[config.mk]
export PLATFORM = sky130hd
export DESIGN_NAME = alu_issue_stage
export DESIGN_NICKNAME = d
export VERILOG_FILES = /design/src/rtl/alu_issue_stage.sv
export SDC_FILE = /design/constraint.sdc
export NUM_CORES = 1
export LEC_CHECK = 0
export CAP_MARGIN = 5
export CORE_MARGIN = 5
export CORE_UTILIZATION = 40
export DETAILED_ROUTE_END_ITERATION = 10
export PLACE_DENSITY = 0.66
export SKIP_CTS_REPAIR_TIMING = 1
export SLEW_MARGIN = 10
export SYNTH_ARGS = -nofsm -noshare
export SYNTH_HDL_FRONTEND = slang
export SYNTH_SLANG_ARGS = --single-unit
[constraint.sdc]
create_clock -name clk -period 5 [get_ports clk]
set_input_delay 0.75 -clock clk [delete_from_list [all_inputs] [get_ports clk]]
set_output_delay 0.75 -clock clk [all_outputs]
set_load 0.005 [all_outputs]
[src/rtl/alu_issue_stage.sv]
// alu_issue_stage: two-entry registered skid buffer ahead of the ALU with
// capture-time operand forwarding and per-cycle snooping of held entries.
module alu_issue_stage #(
    parameter int XLEN    = 32,
    parameter int RADDR_W = 5
) (
    input  logic               clk,
    input  logic               rst,
    input  logic               flush,
    input  logic               in_valid,
    output logic               in_ready,
    input  logic [XLEN-1:0]    in_pc,
    input  logic [RADDR_W-1:0] in_rs1_addr,
    input  logic [RADDR_W-1:0] in_rs2_addr,
    input  logic [XLEN-1:0]    in_rs1_data,
    input  logic [XLEN-1:0]    in_rs2_data,
    input  logic [XLEN-1:0]    in_imm,
    input  logic               in_use_pc,
    input  logic               in_use_imm,
    input  logic [3:0]         in_alu_op,
    input  logic [RADDR_W-1:0] in_rd_addr,
    input  logic               in_rd_we,
    input  logic               fwd_ex_we,
    input  logic [RADDR_W-1:0] fwd_ex_rd,
    input  logic [XLEN-1:0]    fwd_ex_data,
    input  logic               fwd_wb_we,
    input  logic [RADDR_W-1:0] fwd_wb_rd,
    input  logic [XLEN-1:0]    fwd_wb_data,
    output logic               out_valid,
    input  logic               out_ready,
    output logic [XLEN-1:0]    src_a,
    output logic [XLEN-1:0]    src_b,
    output logic [3:0]         alu_op,
    output logic [RADDR_W-1:0] rd_addr,
    output logic               rd_we
);
    localparam logic [3:0] ALU_ADD = 4'd0;

    typedef struct packed {
        logic [XLEN-1:0]    pc;
        logic [RADDR_W-1:0] rs1_addr;
        logic [XLEN-1:0]    rs1_data;
        logic [RADDR_W-1:0] rs2_addr;
        logic [XLEN-1:0]    rs2_data;
        logic [XLEN-1:0]    imm;
        logic               use_pc;
        logic               use_imm;
        logic [3:0]         alu_op;
        logic [RADDR_W-1:0] rd_addr;
        logic               rd_we;
    } entry_t;

    entry_t head_q, head_d, skid_q, skid_d, in_e, head_s, skid_s;
    logic   head_valid_q, head_valid_d, skid_valid_q, skid_valid_d;
    logic   in_fire, out_fire;

    // EX result beats WB result; x0 always reads as zero
    function automatic logic [XLEN-1:0] fwd(input logic [RADDR_W-1:0] a, input logic [XLEN-1:0] d);
        return (a == '0) ? '0 :
               (fwd_ex_we && fwd_ex_rd == a) ? fwd_ex_data :
               (fwd_wb_we && fwd_wb_rd == a) ? fwd_wb_data : d;
    endfunction

    assign in_ready  = !skid_valid_q;
    assign out_valid = head_valid_q;
    assign in_fire   = in_valid && in_ready;
    assign out_fire  = head_valid_q && out_ready;

    always_comb begin
        in_e          = '{in_pc, in_rs1_addr, in_rs1_data, in_rs2_addr, in_rs2_data, in_imm,
                          in_use_pc, in_use_imm, in_alu_op, in_rd_addr, in_rd_we};
        in_e.rs1_data = fwd(in_rs1_addr, in_rs1_data);
        in_e.rs2_data = fwd(in_rs2_addr, in_rs2_data);
        head_s          = head_q;
        head_s.rs1_data = fwd(head_q.rs1_addr, head_q.rs1_data);
        head_s.rs2_data = fwd(head_q.rs2_addr, head_q.rs2_data);
        skid_s          = skid_q;
        skid_s.rs1_data = fwd(skid_q.rs1_addr, skid_q.rs1_data);
        skid_s.rs2_data = fwd(skid_q.rs2_addr, skid_q.rs2_data);
        head_d       = head_s;
        skid_d       = skid_s;
        head_valid_d = head_valid_q;
        skid_valid_d = skid_valid_q;
        if (out_fire && skid_valid_q) begin
            head_d       = skid_s;
            skid_valid_d = 1'b0;
        end else if (out_fire) begin
            head_d       = in_fire ? in_e : head_s;
            head_valid_d = in_fire;
        end else if (in_fire && !head_valid_q) begin
            head_d       = in_e;
            head_valid_d = 1'b1;
        end else if (in_fire) begin
            skid_d       = in_e;
            skid_valid_d = 1'b1;
        end
        if (flush) begin
            head_valid_d = 1'b0;
            skid_valid_d = 1'b0;
        end
    end

    always_ff @(posedge clk) begin
        if (rst) begin
            head_q       <= '0;
            skid_q       <= '0;
            head_valid_q <= 1'b0;
            skid_valid_q <= 1'b0;
        end else begin
            head_q       <= head_d;
            skid_q       <= skid_d;
            head_valid_q <= head_valid_d;
            skid_valid_q <= skid_valid_d;
        end
    end

    // Outputs reflect this cycle's snooped head so the ALU never sees stale operands
    assign src_a   = head_valid_q ? (head_s.use_pc ? head_s.pc : head_s.rs1_data) : '0;
    assign src_b   = head_valid_q ? (head_s.use_imm ? head_s.imm : head_s.rs2_data) : '0;
    assign alu_op  = head_valid_q ? head_s.alu_op : ALU_ADD;
    assign rd_addr = head_valid_q ? head_s.rd_addr : '0;
    assign rd_we   = head_valid_q && head_s.rd_we;
endmodule

# Word level (Yosys, flattened, before mapping)
# Cells that the tools add are included.
# W data, S select, Z words.
[classes] eq_ne=13 n_mux=34 bitwise=3 reduce_logical=33
[op_table] cell="$mux W32" count=22
[op_table] cell="$mux W150" count=4
[op_table] cell="$mux W113" count=4
[op_table] cell="$eq A5 B5 Y1" count=12
[op_table] cell="$logic_not A5 Y1" count=6
[op_table] cell="$logic_and A1 B1 Y1" count=17
[op_table] cell="$mux W5" count=1
[op_table] cell="$mux W4" count=1
[op_table] cell="$reduce_and A2 Y1" count=2
[op_table] cell="$reduce_and A4 Y1" count=1
[op_table] cell="$ne A3 B2 Y1 const B" count=1
[op_table] cell="$not A1 Y1" count=3
[op_table] cell="$reduce_and A3 Y1" count=1
[op_table] cell="$reduce_bool A3 Y1" count=1
[op_table] cell="$reduce_or A3 Y1" count=1
[op_table] cell="$logic_not A1 Y1" count=2
[op_table] cell="$mux W1" count=2
[op_table] cell="$reduce_bool A2 Y1" count=1
[op_table] cell="$reduce_or A2 Y1" count=1
[totals] register_bits=302 inputBits=231 output_inout_bits=76 elab_cells=107

# Longest topological paths before layout
# Gate-level depths: netlist of run 1.
[depth] depth_word=9 mapped_depth=9 ltp_nobuf=6

# Worst setup path after synthesis of run 1
# OpenSTA, ideal clock, no wires.
[synth_timing] path_type="input-to-output" startpoint="input fwd_wb_rd[3]" endpoint="output src_b[14]" arrival_ns=2.507 t_required_ns=4.250 setup_slack_ns=1.743 path_stages=9 n_path_buf=3 cell_sequence="buf_2 > xnor2_1 > nand3_1 > or4_1 > clkbuf_1 > buf_4 > a221oi_2 > o41ai_1 > and2_1"
[synth_between] elab_chain_len=7
[synth_lines] item="from (decl)" line="27" rtl="input logic [RADDR_W-1:0] fwd_wb_rd,"
[synth_lines] item="$eq A5 B5 Y1" line="61" rtl="(fwd_wb_we && fwd_wb_rd == a) ? fwd_wb_data : d;"
[synth_lines] item="$logic_and A1 B1 Y1" line="61"
[synth_lines] item="$mux W32" line="61"
[synth_lines] item="$mux W32" line="60" rtl="(fwd_ex_we && fwd_ex_rd == a) ? fwd_ex_data :"
[synth_lines] item="$mux W32" line="59" rtl="return (a == '0) ? '0 :"
[synth_lines] item="$mux W32 (2 in series)" line="119" rtl="assign src_b = head_valid_q ? (head_s.use_imm ? head_s.imm : head_s.rs2_data) : '0;"
[synth_lines] item="to (decl)" line="32" rtl="output logic [XLEN-1:0] src_b,"
# No other way between the ends.

# Worst setup path after layout of run 1
[layout_timing] startpoint="input fwd_ex_rd[1]" endpoint="output src_a[9]"
[layout_between] elab_chain_len=6
[layout_lines] item="from (decl)" line="24" rtl="input logic [RADDR_W-1:0] fwd_ex_rd,"
[layout_lines] item="$eq A5 B5 Y1" line="60"
[layout_lines] item="$logic_and A1 B1 Y1" line="60"
[layout_lines] item="$mux W32" line="60"
[layout_lines] item="$mux W32" line="59"
[layout_lines] item="$mux W32 (2 in series)" line="118" rtl="assign src_a = head_valid_q ? (head_s.use_pc ? head_s.pc : head_s.rs1_data) : '0;"
[layout_lines] item="to (decl)" line="31" rtl="output logic [XLEN-1:0] src_a,"
# No other way between the ends.

==> run_results.csv, run 1 <==
group,metric,value,unit
worst_hold_path,whs_endpoint,"head_q[9]$_SDFFE_PP0P_",
clock_tree,htree_levels,2,
final_layout,drive_gt1_share,7.02,%
die,start_util,40.4,%
clock_tree,clk-insertion-delay-late,0.57,ns
worst_setup_path,crit_path_end_kind,"output pin",
synthesis,yosysUniqueCellTypes,40,
global_routing,antenna_found_initial,13,
sta,hold_viol,0,
die,core_area,44200,um2
synthesis,async_flop_share,0,%
sta,setup_viol,0,
clock_tree,clkSinkCount,302,
route,drc,0,
worst_setup_path,reg2reg_to,"head_q[72]$_SDFF_PP0_",
route,postRouteAntennaNets,0,
placed_design,gp_congestion,0.937,
clock_tree,numCtsBuffers,37,
die,die_area,49000,um2
sta,fmax,0.216,GHz
worst_setup_path,crit_chain,"clkdlybuf4s50_1 > xnor2_1 > nand4_1 > nor2_2 > buf_12 > a221o_1 > nand3_1 > a21boi_0 > clkdlybuf4s50_1",
worst_setup_path,r2r_setup_slack,1.83,ns
worst_setup_path,critical_path_arrival,3.88,ns
placed_design,hpwl,56300,um
synthesis,mappedNetlistNets,2511,
sta,finClkSkew,0.0218,ns
pwr,power_density,297,nW/um2
die,rows,77,
global_routing,grt_pass1_vias,18900,
clock_tree,root_buffer,"clkbuf_16",
sta,rsz0062_at_grt,"false",
sta,finalCritPeriodShare,92.5,%
worst_setup_path,crit_family,"buffers and inverters",
synthesis,synth_edf_count,0,
outcome,status,"complete, no violations",
worst_setup_path,crit_fanout,28,
route,wl,85000,um
synthesis,synth-seq-area-share,33.8,%
synthesis,yosysWarnings,0,
sta,min_period,4.63,ns
route,avgViaCountPerCell,6.73,
global_routing,grt_max_degree,145,
global_routing,grt_usage,32.5,%
synthesis,netlist_area,17900,um2
worst_hold_path,hold_path_class,"flop to flop",
worst_setup_path,cp-start-kind,"input pin",
worst_hold_path,whs_path_depth,2,
synthesis,syn_inst,2280,
clock_tree,cts_tree,"done",
die,dieHeight,221,um
route,drt-initial-drc-count,3125,
worst_setup_path,r2r-start,"out_valid$_SDFFE_PP0P_",
synthesis,ys_ff_latch,302,
clock_tree,cts.path.max_buffers,3,
final_layout,fin_util,50.9,%
worst_setup_path,crit_path_max_incr_delay,0.72,ns
global_routing,gr-total-overflow,0,
final_layout,fillers,4205,
sta,setup_tns,0,ns
worst_setup_path,cpMostUsedCell,"clkdlybuf4s50_1",
sta,maxSlewViolCount,0,
sta,worst_pin_slew,1.14,ns
worst_setup_path,critical_path_buf_inv_count,3,
pwr,cellLeakagePower,6.93,nW
worst_hold_path,min-delay-start,"head_q[9]$_SDFFE_PP0P_",
clock_tree,path_clk_slew,0.06,ns
route,drt-wirelength-per-cell,28.3,um
synthesis,synth_ff_type,"dfxtp_1",
worst_setup_path,cp_slowest_cell,"clkdlybuf4s50_1",
worst_setup_path,path_class,"input pin to output pin",
worst_setup_path,r2r_cells,5,
final_layout,area_delta_synth_final,25.9,%
pwr,vdd_ir_drop_max,0.245,mV
worst_setup_path,worstPathRequired,4.25,ns
global_routing,grt_pass1_wl,126000,um
final_layout,final_nets,2610,
route,vias,20200,
die,ioPinCount,307,
placed_design,numPortBuffers,306,
pwr,p_total,6.69,mW
die,die_w,221,um
sta,slew_headroom,23.9,%
route,drt-pass1-iter-count,7,
synthesis,syn_avg_cell_area,7.84,um2
job,max_cap_violations,0,
## cells in the final DEF (no fill, tap or decap), drive strengths merged, types with 2 or more instances in the layout
cell / count
o31ai: 2
a221oi: 65
or3: 73
nor3: 14
a22oi: 86
clkdlybuf4s50: 305
o211ai: 62
xor2: 12
xnor2: 48
clkinv: 7
inv: 6
clkbuf: 54
a31oi: 21
nor2b: 2
nor2: 25
or4: 6
and3: 2
nand2: 339
a21boi: 52
dfxtp: 302
bufinv: 4
o2111ai: 63
o41ai: 10
clkinvlp: 2
and2: 55
o21ai: 59
or2: 6
nand4: 27
a2111oi: 63
nand3: 49
o31a: 10
buf: 70
o21a: 95
a21oi: 280
diode: 5
a221o: 127
## stage by stage
stage | instances | hold WS (ns) | setup slack [ns] | area (um2)
after floorplan | 2280 | 0.432 | 1.74 | 17900
after global placement | 2932 | 0.441 | 0.493 | 21200
after detailed placement | 2932 | 0.446 | 0.442 | 21200
after CTS | 2999 | 0.453 | 0.448 | 22500
after global routing | 3003 | 0.467 | 0.197 | 22500
final | 3004 | 0.451 | 0.374 | 22500
## layout make-up
class / instances / area [um2] / area share, %
multi-input combinational: 1657 / 10700 / 47.4
clock buffer: 53 / 1100 / 4.88
inverter: 5 / 18.8 / 0.0834
tap: 592 / 741 / 3.29
clock inverter: 14 / 205 / 0.912
sequential: 302 / 6050 / 26.9
timing repair buffer: 376 / 3720 / 16.5
antenna: 5 / 12.5 / 0.0556
## worst reg2reg max path, delay by kind of cell (launching register included)
family,cells,cell delay [ns]
compound gates,2,0.60
simple gates,2,1.22
buf+inv,1,0.33
flops,1,0.88
## metal layers
| layer | vias to the layer above | GRT usage [%] | part of all wire, % |
|---|---|---|---|
| met3 | 204 | 12.4 | 13 |
| li1 | 8881 | - | - |
| met4 | 10 | 8.93 | 3.1 |
| met1 | 9722 | 45.7 | 42 |
| met2 | 1403 | 46.9 | 42 |
| met5 | - | 0 | 0.094 |
## power by group
group	total, mW	switching [mW]	internal [mW]
Clock	2.90	1.15	1.75
Combinational	1.22	0.717	0.502
Sequential	2.57	0.0666	2.51
## synth_stat cells (55+ instances only)
| cell type | number | share of area (%) |
|---|---|---|
| clkbuf_1 | 254 | 5.3 |
| a22oi_1 | 86 | 3.6 |
| o2111ai_1 | 63 | 3.1 |
| and2_1 | 55 | 1.9 |
| o21a_1 | 95 | 4.0 |
| a2111oi_0 | 63 | 3.1 |
| a221o_1 | 127 | 7.1 |
| o211ai_1 | 62 | 2.6 |
| dfxtp_1 | 302 | 34 |
| o21ai_0 | 59 | 1.7 |
| nand2_1 | 339 | 7.1 |
| a21oi_1 | 280 | 7.8 |
| a221oi_1 | 57 | 2.8 |
| or3_1 | 73 | 2.6 |
## worst max path at each step
stage,start,cells after the start,to,slack (ns)
after floorplan,fwd_wb_rd[3],9,src_b[14],1.74
after global placement,fwd_ex_rd[1],9,src_a[10],0.49
after detailed placement,fwd_ex_rd[1],9,src_a[3],0.44
after CTS,fwd_ex_rd[1],9,src_a[3],0.45
after global routing,fwd_ex_rd[1],9,src_a[10],0.20
final,fwd_ex_rd[1],9,src_a[9],0.37
## logic make-up (layout without fill, tap and decap cells)
family                 count (synthesis)  count (layout)  synth area share [%]
AO/OA/AOI/OAI                        997             997                  40.5
AND/OR/NAND/NOR                      600             600                  15.6
buffers and inverters                321             448                  7.11
flip-flops                           302             302                  33.8
XOR/XNOR                              60              60                  2.94
other                                  0               5                     0
## sequential cells by signal, indices dropped and copies added (netlist names)
| register | count |
|---|---|
| skid_q | 150 |
| skid_valid_q | 1 |
| head_q | 150 |
| out_valid | 1 |
Note: power is estimated with default switching activity, not from simulation.
==> inputs of run 2 (changes only) <==
--- a/config.mk
+++ b/config.mk
@@ -8,6 +8,7 @@
 export CAP_MARGIN = 5
 export CORE_MARGIN = 5
 export CORE_UTILIZATION = 40
+export CTS_BUF_LIST = sky130_fd_sc_hd__clkbuf_16
 export DETAILED_ROUTE_END_ITERATION = 10
 export PLACE_DENSITY = 0.66
 export SKIP_CTS_REPAIR_TIMING = 1
==> run_results.csv, run 2 (synthesis results as in run 1) <==
group,metric,value,unit
pwr,power_frac_comb,18.7,%
worst_setup_path,crit_chain,"clkdlybuf4s50_1 > xnor2_1 > nand4_1 > nor2_2 > buf_12 > a221o_1 > nand3_1 > a21boi_0 > clkdlybuf4s50_1",
final_layout,design_area,22400,um2
placed_design,place_area,21200,um2
placed_design,gp_congestion,0.937,
final_layout,layout_commonest_cell,"nand2_1",
sta,finalCritPeriodShare,92.9,%
global_routing,grt_usage,32.6,%
outcome,status,"complete, no violations",
pwr,power_density,292,nW/um2
global_routing,antenna_found_initial,14,
worst_setup_path,critical_path_arrival,3.89,ns
pwr,p_seq_share,39.3,%
global_routing,grt_pass1_wl,126000,um
route,postRouteAntennaNets,0,
sta,setup_tns,0,ns
route,avgViaCountPerCell,6.74,
die,start_util,40.4,%
pwr,vdd_ir_drop_max,0.246,mV
worst_setup_path,crit_path_end_kind,"output pin",
sta,slew_headroom,21.3,%
sta,rsz0062_at_grt,"false",
clock_tree,clkSinkCount,302,
die,dieHeight,221,um
worst_setup_path,cpMostUsedCell,"clkdlybuf4s50_1",
sta,maxSlewViolCount,0,
worst_hold_path,hold_path_class,"flop to flop",
sta,setup_viol,0,
final_layout,final_nets,2610,
worst_setup_path,cp-start-kind,"input pin",
worst_setup_path,path_class,"input pin to output pin",
pwr,cellLeakagePower,6.90,nW
sta,fmax,0.215,GHz
route,vias,20200,
pwr,intPower,4.60,mW
worst_setup_path,crit_path_max_incr_delay,0.72,ns
route,met1_length,35800,um
job,max_cap_violations,0,
global_routing,grt_max_degree,145,
placed_design,hpwl,56300,um
route,wl_met3,11400,um
die,die_area,49000,um2
final_layout,final_cell_mix,"335 x nand2_1, 305 x clkdlybuf4s50_1, 301 x dfxtp_1",
worst_setup_path,crit_fanout,28,
route,drt-pass1-iter-count,9,
worst_setup_path,cp_slowest_cell,"clkdlybuf4s50_1",
route,drt-initial-drc-count,3164,
sta,hold_slack,0.451,ns
pwr,p_switching,1.93,mW
global_routing,grt_pass1_vias,18900,
worst_setup_path,critical_path_buf_inv_count,3,
sta,hold_viol,0,
final_layout,drive_gt1_share,6.65,%
pwr,clockPowerShare,42.0,%
final_layout,final_cells,3004,
sta,worst_pin_slew,1.18,ns
die,rows,77,
placed_design,numPortBuffers,306,
clock_tree,root_buffer,"clkbuf_16",
clock_tree,numCtsBuffers,37,
route,wl,85100,um
clock_tree,path_clk_slew,0.06,ns
route,drt-wirelength-per-cell,28.3,um
route,highest_layer,"met5",
final_layout,top_regs,"head_q (150), skid_q (150)",
clock_tree,htree_levels,2,
worst_setup_path,r2r_setup_slack,1.80,ns
clock_tree,clk-insertion-delay-late,0.57,ns
sta,min_period,4.64,ns
die,ioPinCount,307,
placed_design,dp.cells,2932,
clock_tree,cts_tree,"done",
worst_setup_path,crit_family,"buffers and inverters",
global_routing,gr-total-overflow,0,
final_layout,area_delta_synth_final,25.4,%
pwr,switching_share,29.6,%
die,die_w,221,um
die,core_area,44200,um2
worst_setup_path,worstPathRequired,4.25,ns
clock_tree,cts.path.max_buffers,3,
route,route.met2.wl,35200,um
route,drc,0,
sta,finClkSkew,0.0134,ns
run 2: stage by stage:
stage / setup slack, ns / power (mW) / utilization, %
CTS: 0.448 / 6.52 / 50.7
finish: 0.356 / 6.54 / 50.7
detailed placement: 0.442 / 3.79 / 47.9
global route: 0.198 / 6.73 / 50.7
global placement: 0.493 / 3.79 / 47.9
floorplan: 1.74 / 3.24 / -
run 2: worst min-delay path, delay by kind of cell, from the launching register on:
family	cells	cell delay, ns
AOI/OAI and AO/OA	1	0.05
and+or+nand+nor	1	0.05
DFF	1	0.30
run 2: power groups by stage:
stage          clock, mW  sequential, mW  combinational [mW]
2_1_floorplan          0            2.59               0.651
3_3_place_gp           0            2.62                1.17
3_5_place_dp           0            2.62                1.17
4_1_cts             2.77            2.57                1.18
5_1_grt             2.86            2.58                1.28
6_report            2.74            2.57                1.22
run 2: worst paths after layout:
check                                       startpoint                     end  cells after the start
worst min-delay path            head_q[9]$_SDFFE_PP0P_  head_q[9]$_SDFFE_PP0P_                      2
worst max register to register  out_valid$_SDFFE_PP0P_   head_q[72]$_SDFF_PP0_                      5
worst max-delay path                      fwd_ex_rd[1]                src_a[9]                      9
worst min register to register  head_q[9]$_SDFFE_PP0P_  head_q[9]$_SDFFE_PP0P_                      2
run 2: cell type report:
class                      count  area, um2
antenna                        5       12.5
timing repair buffer         376       3720
multi-input combinational   1657      10700
sequential                   302       6050
clock inverter                29        262
clock buffer                  38        951
tap                          592        741
fill                        4215      21800
inverter                       5       18.8
run 2: per-layer routing:
| layer | GRT usage (%) | up-vias |
|---|---|---|
| li1 | - | 8873 |
| met1 | 46.1 | 9719 |
| met2 | 46.7 | 1415 |
| met3 | 11.9 | 221 |
| met4 | 8.83 | 12 |
| met5 | 0 | - |
